`config.mk`:
```
export PLATFORM = sky130hd
export DESIGN_NAME = mips_multicycle_ctrl
export DESIGN_NICKNAME = d
export VERILOG_FILES = /design/src/rtl/mips_multicycle_ctrl.sv
export SDC_FILE = /design/constraint.sdc
export NUM_CORES = 1
export LEC_CHECK = 0
export BUFFER_PORTS_ARGS = -buffer_cell sky130_fd_sc_hd__buf_2
export CORE_AREA = 10 10 47 49
export CTS_CLUSTER_DIAMETER = 150
export CTS_CLUSTER_SIZE = 30
export DETAILED_ROUTE_END_ITERATION = 8
export DIE_AREA = 0 0 57 59
export GPL_ROUTABILITY_DRIVEN = 0
export PLACE_DENSITY = 0.71
export SYNTH_ARGS = -nofsm -noshare
export SYNTH_HDL_FRONTEND = slang
export SYNTH_SLANG_ARGS = --single-unit
```
`constraint.sdc`:
```
create_clock -name clk -period 4 [get_ports clk]
set_clock_uncertainty 0.05 [all_clocks]
set_input_delay 0.2 -clock clk [delete_from_list [all_inputs] [get_ports clk]]
set_output_delay 0.2 -clock clk [all_outputs]
set_load 0.02 [all_outputs]
```
`src/rtl/mips_multicycle_ctrl.sv`:
```
// Main control FSM of the multicycle MIPS core: steps the shared datapath through
// fetch/decode/execute and drives mux selects, write enables and the ALUOp code.
module mips_multicycle_ctrl (
  input  logic       clk,
  input  logic       rst_n,
  input  logic [5:0] opcode,
  input  logic       zero,
  input  logic       mem_ready,
  output logic       iord,
  output logic       mem_write,
  output logic       ir_write,
  output logic       reg_dst,
  output logic       mem_to_reg,
  output logic       reg_write,
  output logic       alu_src_a,
  output logic [1:0] alu_src_b,
  output logic [1:0] alu_op,
  output logic [1:0] pc_src,
  output logic       pc_en,
  output logic       illegal,
  output logic [3:0] state
);

  typedef enum logic [3:0] {
    S_FETCH  = 4'd0,
    S_DECODE = 4'd1,
    S_MEMADR = 4'd2,
    S_MEMRD  = 4'd3,
    S_MEMWB  = 4'd4,
    S_MEMWR  = 4'd5,
    S_EXEC   = 4'd6,
    S_ALUWB  = 4'd7,
    S_BEQ    = 4'd8,
    S_ADDIEX = 4'd9,
    S_ADDIWB = 4'd10,
    S_JUMP   = 4'd11
  } state_e;

  localparam logic [5:0] OP_RTYPE = 6'b000000;
  localparam logic [5:0] OP_LW    = 6'b100011;
  localparam logic [5:0] OP_SW    = 6'b101011;
  localparam logic [5:0] OP_BEQ   = 6'b000100;
  localparam logic [5:0] OP_ADDI  = 6'b001000;
  localparam logic [5:0] OP_J     = 6'b000010;

  // Handshake: an access in FETCH, MEMRD or MEMWR completes in the cycle where
  // mem_ready = 1; the FSM holds its state and its strobes until then.

  state_e state_q, state_d;
  logic   pc_write;
  logic   branch;

  always_ff @(posedge clk or negedge rst_n) begin
    if (!rst_n) state_q <= S_FETCH;
    else        state_q <= state_d;
  end

  always_comb begin
    state_d = S_FETCH;
    unique case (state_q)
      S_FETCH:  state_d = mem_ready ? S_DECODE : S_FETCH;
      S_DECODE: begin
        case (opcode)
          OP_LW, OP_SW: state_d = S_MEMADR;
          OP_RTYPE:     state_d = S_EXEC;
          OP_BEQ:       state_d = S_BEQ;
          OP_ADDI:      state_d = S_ADDIEX;
          OP_J:         state_d = S_JUMP;
          default:      state_d = S_FETCH;
        endcase
      end
      S_MEMADR: state_d = (opcode == OP_SW) ? S_MEMWR : S_MEMRD;
      S_MEMRD:  state_d = mem_ready ? S_MEMWB : S_MEMRD;
      S_MEMWB:  state_d = S_FETCH;
      S_MEMWR:  state_d = mem_ready ? S_FETCH : S_MEMWR;
      S_EXEC:   state_d = S_ALUWB;
      S_ALUWB:  state_d = S_FETCH;
      S_BEQ:    state_d = S_FETCH;
      S_ADDIEX: state_d = S_ADDIWB;
      S_ADDIWB: state_d = S_FETCH;
      S_JUMP:   state_d = S_FETCH;
      default:  state_d = S_FETCH;
    endcase
  end

  // Moore outputs; rst_n gates the FETCH strobes so nothing loads while held in reset.
  always_comb begin
    iord       = 1'b0;
    mem_write  = 1'b0;
    ir_write   = 1'b0;
    reg_dst    = 1'b0;
    mem_to_reg = 1'b0;
    reg_write  = 1'b0;
    alu_src_a  = 1'b0;
    alu_src_b  = 2'b00;
    alu_op     = 2'b00;
    pc_src     = 2'b00;
    pc_write   = 1'b0;
    branch     = 1'b0;
    illegal    = 1'b0;
    case (state_q)
      S_FETCH: begin
        alu_src_b = 2'b01;
        ir_write  = mem_ready & rst_n;
        pc_write  = mem_ready & rst_n;
      end
      S_DECODE: begin
        alu_src_b = 2'b11;
        case (opcode)
          OP_LW, OP_SW, OP_RTYPE, OP_BEQ, OP_ADDI, OP_J: illegal = 1'b0;
          default:                                       illegal = 1'b1;
        endcase
      end
      S_MEMADR: begin
        alu_src_a = 1'b1;
        alu_src_b = 2'b10;
      end
      S_MEMRD: iord = 1'b1;
      S_MEMWB: begin
        mem_to_reg = 1'b1;
        reg_write  = 1'b1;
      end
      S_MEMWR: begin
        iord      = 1'b1;
        mem_write = 1'b1;
      end
      S_EXEC: begin
        alu_src_a = 1'b1;
        alu_op    = 2'b10;
      end
      S_ALUWB: begin
        reg_dst   = 1'b1;
        reg_write = 1'b1;
      end
      S_BEQ: begin
        alu_src_a = 1'b1;
        alu_op    = 2'b01;
        pc_src    = 2'b01;
        branch    = 1'b1;
      end
      S_ADDIEX: begin
        alu_src_a = 1'b1;
        alu_src_b = 2'b10;
      end
      S_ADDIWB: reg_write = 1'b1;
      S_JUMP: begin
        pc_src   = 2'b10;
        pc_write = 1'b1;
      end
      default: ;
    endcase
  end

  assign pc_en = pc_write | (branch & zero);
  assign state = state_q;

endmodule

```
### Yosys cells after proc, flatten, opt, wreduce, memory -nomap -nowiden

Index checks and enable logic that the tools add are counted.

* output and inout bits: 19
* flip-flop bits (word level): 4
* word-level logic and storage cells: 48

* eq/ne operators: 16
* mux-type cells: 20
* bitwise operators: 3
* reduce and logical (&&, ||, !) cells: 8

Operator list (number)
* 4-bit case mux with 7 select lines: 1
* 4-bit case mux with 5 select lines: 1
* 4-bit by 3-bit == test with 1-bit output (second input constant): 4
* 4-bit == test (second input constant): 4
* 6-bit == test (second input constant): 2
* 1-bit two-way mux: 11
* 3-bit two-way mux: 3
* 4-bit by 2-bit == test with 1-bit output (second input constant): 2
* 2-bit case mux with 2 select lines: 2
* 6-bit by 2-bit == test with 1-bit output (second input constant): 1
* 6-bit by 3-bit == test with 1-bit output (second input constant): 1
* 6-bit by 4-bit == test with 1-bit output (second input constant): 1
* 6-bit zero test: 1
* 2-bit case mux with 3 select lines: 1
* 2-bit OR reduction: 3
* 6-bit OR reduction: 1
* 4-bit by 1-bit == test with 1-bit output (second input constant): 1
* 4-bit zero test: 1
* 4-bit OR reduction: 1
* 3-bit OR reduction: 1
* 1-bit AND: 2
* 1-bit case mux with 2 select lines: 1
* 1-bit bitwise OR: 1

### Depth between registers and ports, before layout

Gate-level depths: netlist of run 1.

* depth in word-level cells: 4
* depth in mapped cells: 4
* gate-level depth less buffers: 3

### Worst setup path after synthesis of run 1

No wires, ideal clock.

* path kind: reg2out
* from: register state_q[3] (netlist: state[3])
* to: output reg_write
* data required time: 3.750 ns
* path slack: 2.227 ns
* arrival time: 1.523 ns
* stages on the path, launching flop included: 4
* path buffers: 0
* cells stage by stage: dfrtp_1 -> nand2b_1 -> nor3_1 -> a21o_1

* longest elaborated chain between the ends: 3

RTL lines
* from (decl): RTL line 49 `state_e state_q, state_d;`
* from (signal assigned): RTL line 55 `else state_q <= state_d;`
* 4-bit == test / 4-bit by 3-bit == test with 1-bit output (equally long branches): RTL line 101 `case (state_q)`
* 3-bit OR reduction (no line) *
* 1-bit two-way mux *: RTL line 101
* to (decl): RTL line 14 `output logic reg_write,`

Mark *: on every way between the ends. The rest lies on a longest branch, timed or not.

### Final worst setup path of run 1

* from: register state_q[0] (netlist: state[0])
* to: output illegal

* longest elaborated chain between the ends: 2

RTL lines
* 4-bit by 1-bit == test with 1-bit output: RTL line 101
* 1-bit two-way mux: RTL line 101
* to (decl): RTL line 20 `output logic illegal,`

No other way between the ends.

==> summary.md, run 1 <==
| Metric | Value |
|---|---|
| Status | `finished, final reports clean` |
| Cell accounting for the most synthesized area | `dfrtp_1` |
| Hold Fails Final Rpt | `0` |
| GR Util All Layers | `0.09830` |
| HPWL after detailed placement | `1.228 mm` |
| Max reg flops | `4` |
| Final Instance Area | `676.9 um2` |
| Fmax | `527.8 MHz` |
| Top Ports | `29` |
| Hold/Removal Path Class | `in -> async` |
| Starting Density | `0.3643` |
| Total of max-cap violations | `0` |
| Buffers on Ports | `28` |
| Post-Route WL | `1.582 mm` |
| Distinct cells, synth | `34` |
| Pin count of the biggest net entering global routing | `18` |
| Clk sinks | `4` |
| Synthesized area | `510.5 um2` |
| Share of the synthesized area in the top cell type | `0.1961` |
| Period utilisation layout | `0.4737` |
| Layout fillers | `155` |
| Peak supply drop | `201.9 uV` |
| Most common cell after layout, fill and taps aside | `buf_2` |
| # diodes | `0` |
| GR Overflow Total | `0` |
| Number of CTS-inserted buffers | `3` |
| Final Critical Period | `1.895 ns` |
| Least-Margin Pin Slew | `0.4947 ns` |
| Clock slew at reported path FFs | `0.04 ns` |
| RR Endpoint | `state[1]$_DFF_PN0_` |
| TritonCTS clock tree | `yes` |
| Slew Viols, Final | `0` |
| Post-synthesis sequential area ratio | `0.1961` |
| Area Growth Syn to Fin | `32.60%` |
| Drt initial violations | `10` |
| Setup tns final | `0 ns` |
| Vias per cell | `5.613` |
| Hold buffer count at cts | `1` |
| CP max FO | `17` |
| Die width | `57 um` |
| Power Density | `512.0 mW/mm2` |
| Reg2Reg Setup Slack | `2.47 ns` |
| Post-Synthesis Cells | `66` |
| Worst slew margin relative to its limit | `0.6702` |
| H-tree Lvls | `1` |
| Unrepaired setup endpoints after global routing | `false` |
| Antenna violation net count after detailed routing | `0` |
| Crit path launch type | `flip-flop` |
| Worst r2r src | `state[1]$_DFF_PN0_` |
| Clock Tree Root | `clkbuf_4` |
| Die area | `0.003363 mm2` |
| Mapped Nets | `76` |
| Power Total | `0.0003466 W` |
| Fraction of layout cells with a size suffix above 1 | `0.3474` |
| Initial antenna violation count | `0` |
| Crit path arrival time | `1.64 ns` |
| First-pass GRT wire length | `2.732 mm` |
| Skew-Pair Late Insertion Delay | `0.23 ns` |
| Setup Buffers After CTS | `0` |
| Final-report setup violation count | `0` |
| Via count | `623` |
| Final #Nets | `107` |
| Commonest non-fill, non-tap cells in the layout | `buf_2, nor2_1, nor3_1` |
| Vias in the first global route | `634` |
| YS warnings | `0` |
| CORE AREA | `0.001401 mm2` |
| FP Rows | `14` |
| Final Core Density | `0.4830` |
| Avg WL per Cell | `14.25 um` |
| Crit. End Element | `primary output` |
| Dpl cell area | `644.4 um2` |
| Number of buffers on the longest clock path | `2` |
| DR pass1 iterations | `4` |
| Register bit count reported by yosys | `4` |
| Critical path type | `reg -> out` |
| Post-CTS resize count | `0` |
| Worst Path Required | `3.75 ns` |
| Syn avg cell area | `7.735 um2` |
| Die Span Y | `59 um` |
| Area contributors post-synth | `dfrtp_1, nand2b_1, nor3_1` |
| DRC | `0` |
| Reg2reg path depth | `3` |
| Static Leakage | `0.3466 nW` |
==> routing by layer <==
layer  vias to the layer above  track usage  wire (um)
li1                        309            -          -
met1                       283       0.1100        687
met2                        29       0.1504        718
met3                         2      0.04292        162
met4                         0      0.06040         14
met5                         -            0          0
==> area by class of cell <==
type                    count  area (um2)  area share
repair buffers             29       150.1      0.2218
well taps                  16       20.02     0.02957
flip-flops and latches      4       100.1      0.1479
inverters                   2       7.507     0.01109
clock buffers               3       22.52     0.03327
multi-input cells          57       376.6      0.5564
==> worst max path at each step <==
stage	depth (start not counted)	slack, ns	startpoint	to
after global routing	3	1.97	state[0]$_DFF_PN0_	illegal
after floorplan	3	2.23	state[3]$_DFF_PN0_	reg_write
final	3	2.11	state[0]$_DFF_PN0_	illegal
after CTS	3	2.12	state[0]$_DFF_PN0_	illegal
after global placement	3	2.39	state[0]$_DFF_PN0_	illegal
after detailed placement	3	2.39	state[0]$_DFF_PN0_	illegal
==> kinds of logic (layout without fill, tap and decap cells) <==
kind of cell | after synthesis | in the layout | synth area share
XOR/XNOR | 3 | 3 | 0.05148
flip-flops | 4 | 4 | 0.1961
multiplexers | 1 | 1 | 0.01961
AND/OR/NAND/NOR | 36 | 36 | 0.4265
buffers and inverters | 5 | 34 | 0.06617
AO/OA/AOI/OAI | 17 | 17 | 0.2402
==> where the power goes <==
part | switching (W) | internal (W)
combinational | 0.000121 | 0.0000844
sequential | 0.0000416 | 0.0000503
clock | 0.0000154 | 0.0000335
==> stage by stage <==
step                hold WS (ns)  instances  worst slack [ns]
detailed placement      -0.03477        107             2.388
global placement        -0.03491        107             2.392
CTS                       0.2631        111             2.119
floorplan                -0.1456         66             2.227
finish                    0.2654        111             2.105
global route              0.2809        111             1.972
==> cells in the mapped netlist <==
cell type  instances
a21boi_0           1
nor4b_2            1
buf_4              2
mux2i_1            1
o211ai_1           4
inv_1              2
xor2_1             3
and3_2             1
o21bai_1           1
nor3_1             7
and3_1             4
dfrtp_1            4
nor2_1             7
nor2b_1            1
nor4_1             1
nor3b_1            1
nand2_1            1
a21o_1             1
o21ai_0            3
nand4bb_1          1
o221a_1            1
a221o_1            1
o21a_1             1
buf_6              1
o21ai_1            1
nand4_1            1
or3_1              1
and4b_1            1
a21oi_1            1
nand3b_1           1
a211oi_1           1
or2_1              1
o2111ai_1          1
nand2b_1           6
==> worst max-delay path: stages (launching register included) <==
cell and delay (ns):
dfrtp_1 0.62, nor4b_2 0.42, and3_1 0.21, buf_2 0.16
Note: power is estimated with default switching activity, not from simulation.
==> run 2, diff against run 1 <==
--- a/config.mk
+++ b/config.mk
@@ -6,13 +6,13 @@
 export NUM_CORES = 1
 export LEC_CHECK = 0
 export BUFFER_PORTS_ARGS = -buffer_cell sky130_fd_sc_hd__buf_2
-export CORE_AREA = 10 10 47 49
+export CORE_MARGIN = 10
+export CORE_UTILIZATION = 38
 export CTS_CLUSTER_DIAMETER = 150
 export CTS_CLUSTER_SIZE = 30
 export DETAILED_ROUTE_END_ITERATION = 8
-export DIE_AREA = 0 0 57 59
 export GPL_ROUTABILITY_DRIVEN = 0
-export PLACE_DENSITY = 0.71
+export PLACE_DENSITY = 0.73
 export SYNTH_ARGS = -nofsm -noshare
 export SYNTH_HDL_FRONTEND = slang
 export SYNTH_SLANG_ARGS = --single-unit
==> constraint.sdc (replaced) <==
create_clock -name clk -period 1.5 [get_ports clk]
set_clock_uncertainty 0.05 [all_clocks]
set_input_delay 0.075 -clock clk [delete_from_list [all_inputs] [get_ports clk]]
set_output_delay 0.075 -clock clk [all_outputs]
set_load 0.02 [all_outputs]
==> run 2 against run 1 <==
  * The flow now finishes with violations (setup timing)
  * Cell area is 27% higher
  * Combinational power rose to 4.3 times the previous value
  * Highest routed layer unchanged
  * Critical path depth increased by 1
  * Worst hold slack lost 0.14 ns
  * Die area is 4.6% lower
  * Critical endpoint is now pc_en
==> summary.md, run 2 (synthesized netlist as in run 1, its figures left out) <==
| Metric | Value |
|---|---|
| Reg2reg path depth | `5 (+2)` |
| Area Growth Syn to Fin | `68.14%` |
| TritonCTS clock tree | `yes` |
| Die width | `56.65 um (-0.61%)` |
| Crit-path slowest cell | `dfrtp_2` |
| Static Leakage | `0.4351 nW (+26%)` |
| Number of buffers on the longest clock path | `2 (unchanged)` |
| Via count | `709 (+14%)` |
| Worst Hold Path EP | `state[0]$_DFF_PN0_` |
| Die area | `0.003209 mm2 (-4.6%)` |
| Total of max-cap violations | `0 (unchanged)` |
| Least-Margin Pin Slew | `0.2788 ns (-0.2158 ns)` |
| Vias per cell | `5.718 (+1.9%)` |
| Crit path launch type | `flip-flop` |
| Fmax | `664.0 MHz` |
| Vias in the first global route | `729 (+15%)` |
| Setup ws final | `-0.005946 ns (-2.111 ns)` |
| CORE AREA | `0.001285 mm2 (-8.3%)` |
| Commonest non-fill, non-tap cells in the layout | `buf_2, buf_4, nor2_1, nor3_1, buf_6` |
| Top Ports | `29 (unchanged)` |
| Final Instance Area | `858.3 um2 (+27%)` |
| Max reg flops | `4 (unchanged)` |
| Clock share of power | `0.108 (-0.033)` |
| Clock Tree Root | `clkbuf_4` |
| Crit. End Element | `primary output` |
| Clk sinks | `4 (unchanged)` |
| Unrepaired setup endpoints after global routing | `true` |
| DR pass1 iterations | `4 (unchanged)` |
| Comb power frac | `0.720 (+0.126)` |
| Die Span Y | `56.65 um (-4.0%)` |
| Internal | `0.0006498 W (+290%)` |
| Buffers on Ports | `28 (unchanged)` |
| Power Total | `0.001221 W (+250%)` |
| H-tree Lvls | `1 (unchanged)` |
| Antenna violation net count after detailed routing | `0 (unchanged)` |
| # diodes | `0 (unchanged)` |
| RR Endpoint | `state[2]$_DFF_PN0_` |
| Failing checks | `setup timing` |
| Dpl cell area | `678.2 um2 (+5.2%)` |
| Psw | `0.0005716 W (+220%)` |
| Reg2Reg Setup Slack | `0.03 ns (-2.44 ns)` |
| Most common cell after layout, fill and taps aside | `buf_2` |
| Drt initial violations | `12 (+2)` |
| Hold/Removal Path Class | `in -> reg` |
| Starting Density | `0.3973 (+0.03299)` |
| Power Density | `1423 mW/mm2 (+180%)` |
| Final Critical Period | `1.506 ns` |
| Final #Nets | `121 (+13%)` |
| Setup tns final | `-0.01149 ns (-0.01149 ns)` |
| Slew Viols, Final | `0 (unchanged)` |
| Worst slew margin relative to its limit | `0.8124 (+0.1422)` |
| Pin count of the biggest net entering global routing | `12 (-6)` |
| Post-Route WL | `1.992 mm (+26%)` |
| Clock slew at reported path FFs | `0.04 ns (about the same)` |
| Fraction of layout cells with a size suffix above 1 | `0.5413 (+0.1939)` |
| Number of CTS-inserted buffers | `3 (unchanged)` |
| Period utilisation layout | `1.004` |
| Skew-Pair Late Insertion Delay | `0.23 ns (about the same)` |
| Critical path type | `reg -> out` |
| Sequential cell fraction of total power | `0.172 (-0.093)` |
| Peak supply drop | `639.7 uV (+220%)` |
| Sw frac | `0.4680 (-0.04677)` |
| Worst r2r src | `state[2]$_DFF_PN0_` |
| Hold path cells | `4` |
| CP max stage delay | `0.46 ns (-0.16 ns)` |
| Layout fillers | `113 (-27%)` |
| CP max FO | `7 (-10)` |
| Worst Path Required | `1.37 ns (-2.38 ns)` |
| Critical-path cell list | `nand2b_4, and4b_1, o21bai_1, buf_4` |
| Crit path arrival time | `1.38 ns (-0.26 ns)` |
| First-pass GRT wire length | `3.153 mm (+15%)` |
| DRC | `0 (unchanged)` |
| GR Util All Layers | `0.1120 (+0.01366)` |
| Final Core Density | `0.6680 (+0.1849)` |
| FP Rows | `13 (-1)` |
| Hold Crit Start | `opcode[5]` |
| HPWL after detailed placement | `1.350 mm (+10%)` |
| Final-report setup violation count | `2 (+2)` |
| Initial antenna violation count | `0 (unchanged)` |
| GR Overflow Total | `0 (unchanged)` |
| Avg WL per Cell | `16.06 um (+13%)` |
| Hold Fails Final Rpt | `0 (unchanged)` |
| Status | `complete, but fails checks` |
==> run 2: worst max path at each step <==
stage	from	endpoint	slack [ns]	cells past startpoint
6_report	state[2]$_DFF_PN0_	pc_en	-0.006	4
5_1_grt	state[2]$_DFF_PN0_	pc_en	-0.08	4
4_1_cts	state[2]$_DFF_PN0_	pc_en	-0.02	4
3_5_place_dp	state[2]$_DFF_PN0_	illegal	0.06	3
3_3_place_gp	state[1]$_DFF_PN0_	illegal	0.08	3
2_1_floorplan	state[0]$_DFF_PN0_	pc_en	0.002	4
==> run 2: metrics by stage <==
stage | std cells | hold slack, ns | worst slack (ns)
4_1_cts | 121 | 0.1217 | -0.01661
6_report | 124 | 0.1276 | -0.005946
2_1_floorplan | 66 | -0.2706 | 0.001546
3_3_place_gp | 110 | -0.1623 | 0.07880
3_5_place_dp | 110 | -0.1634 | 0.06073
5_1_grt | 124 | 0.1587 | -0.08250
==> run 2: repair_timing <==
| item | in CTS | in global routing |
|---|---|---|
| gates cloned | 0 | 0 |
| endpoints found under the hold margin | 4 | 0 |
| setup buffers | 7 | 3 |
| endpoints found under the setup margin | 10 | 7 |
| pin swaps | 2 | 4 |
| hold buffers | 1 | 0 |
| resized for setup | 13 | 11 |
==> run 2: area by class of cell <==
type                       count  area (um2)  share of cell area
inverter                       2       7.507            0.008746
timing repair buffer          43       279.0              0.3251
multi-input combinational     57       425.4              0.4956
clock buffer                   3       22.52             0.02624
sequential                     4       105.1              0.1224
tap                           15       18.77             0.02187
==> run 2: metal layers <==
| layer | up-vias | global-route usage | routed length, um |
|---|---|---|---|
| li1 | 340 | - | - |
| met1 | 336 | 0.1108 | 782 |
| met2 | 31 | 0.2116 | 1031 |
| met3 | 2 | 0.02921 | 162 |
| met4 | 0 | 0.04467 | 16 |
| met5 | - | 0 | 0 |
==> run 2: power by group through the flow <==
stage          logic [W]  clock network (W)  registers, W
3_3_place_gp    0.000630                  0      0.000211
4_1_cts         0.000759           0.000133      0.000208
3_5_place_dp    0.000637                  0      0.000210
6_report        0.000879           0.000132      0.000210
5_1_grt         0.000944           0.000135      0.000218
2_1_floorplan   0.000430                  0      0.000212
==> run 2: worst max-delay path, delay by kind of cell (launching register included) <==
kind / cells / cell delay, ns
flops: 1 / 0.46
buf+inv: 1 / 0.16
compound gates: 1 / 0.11
simple gates: 2 / 0.42
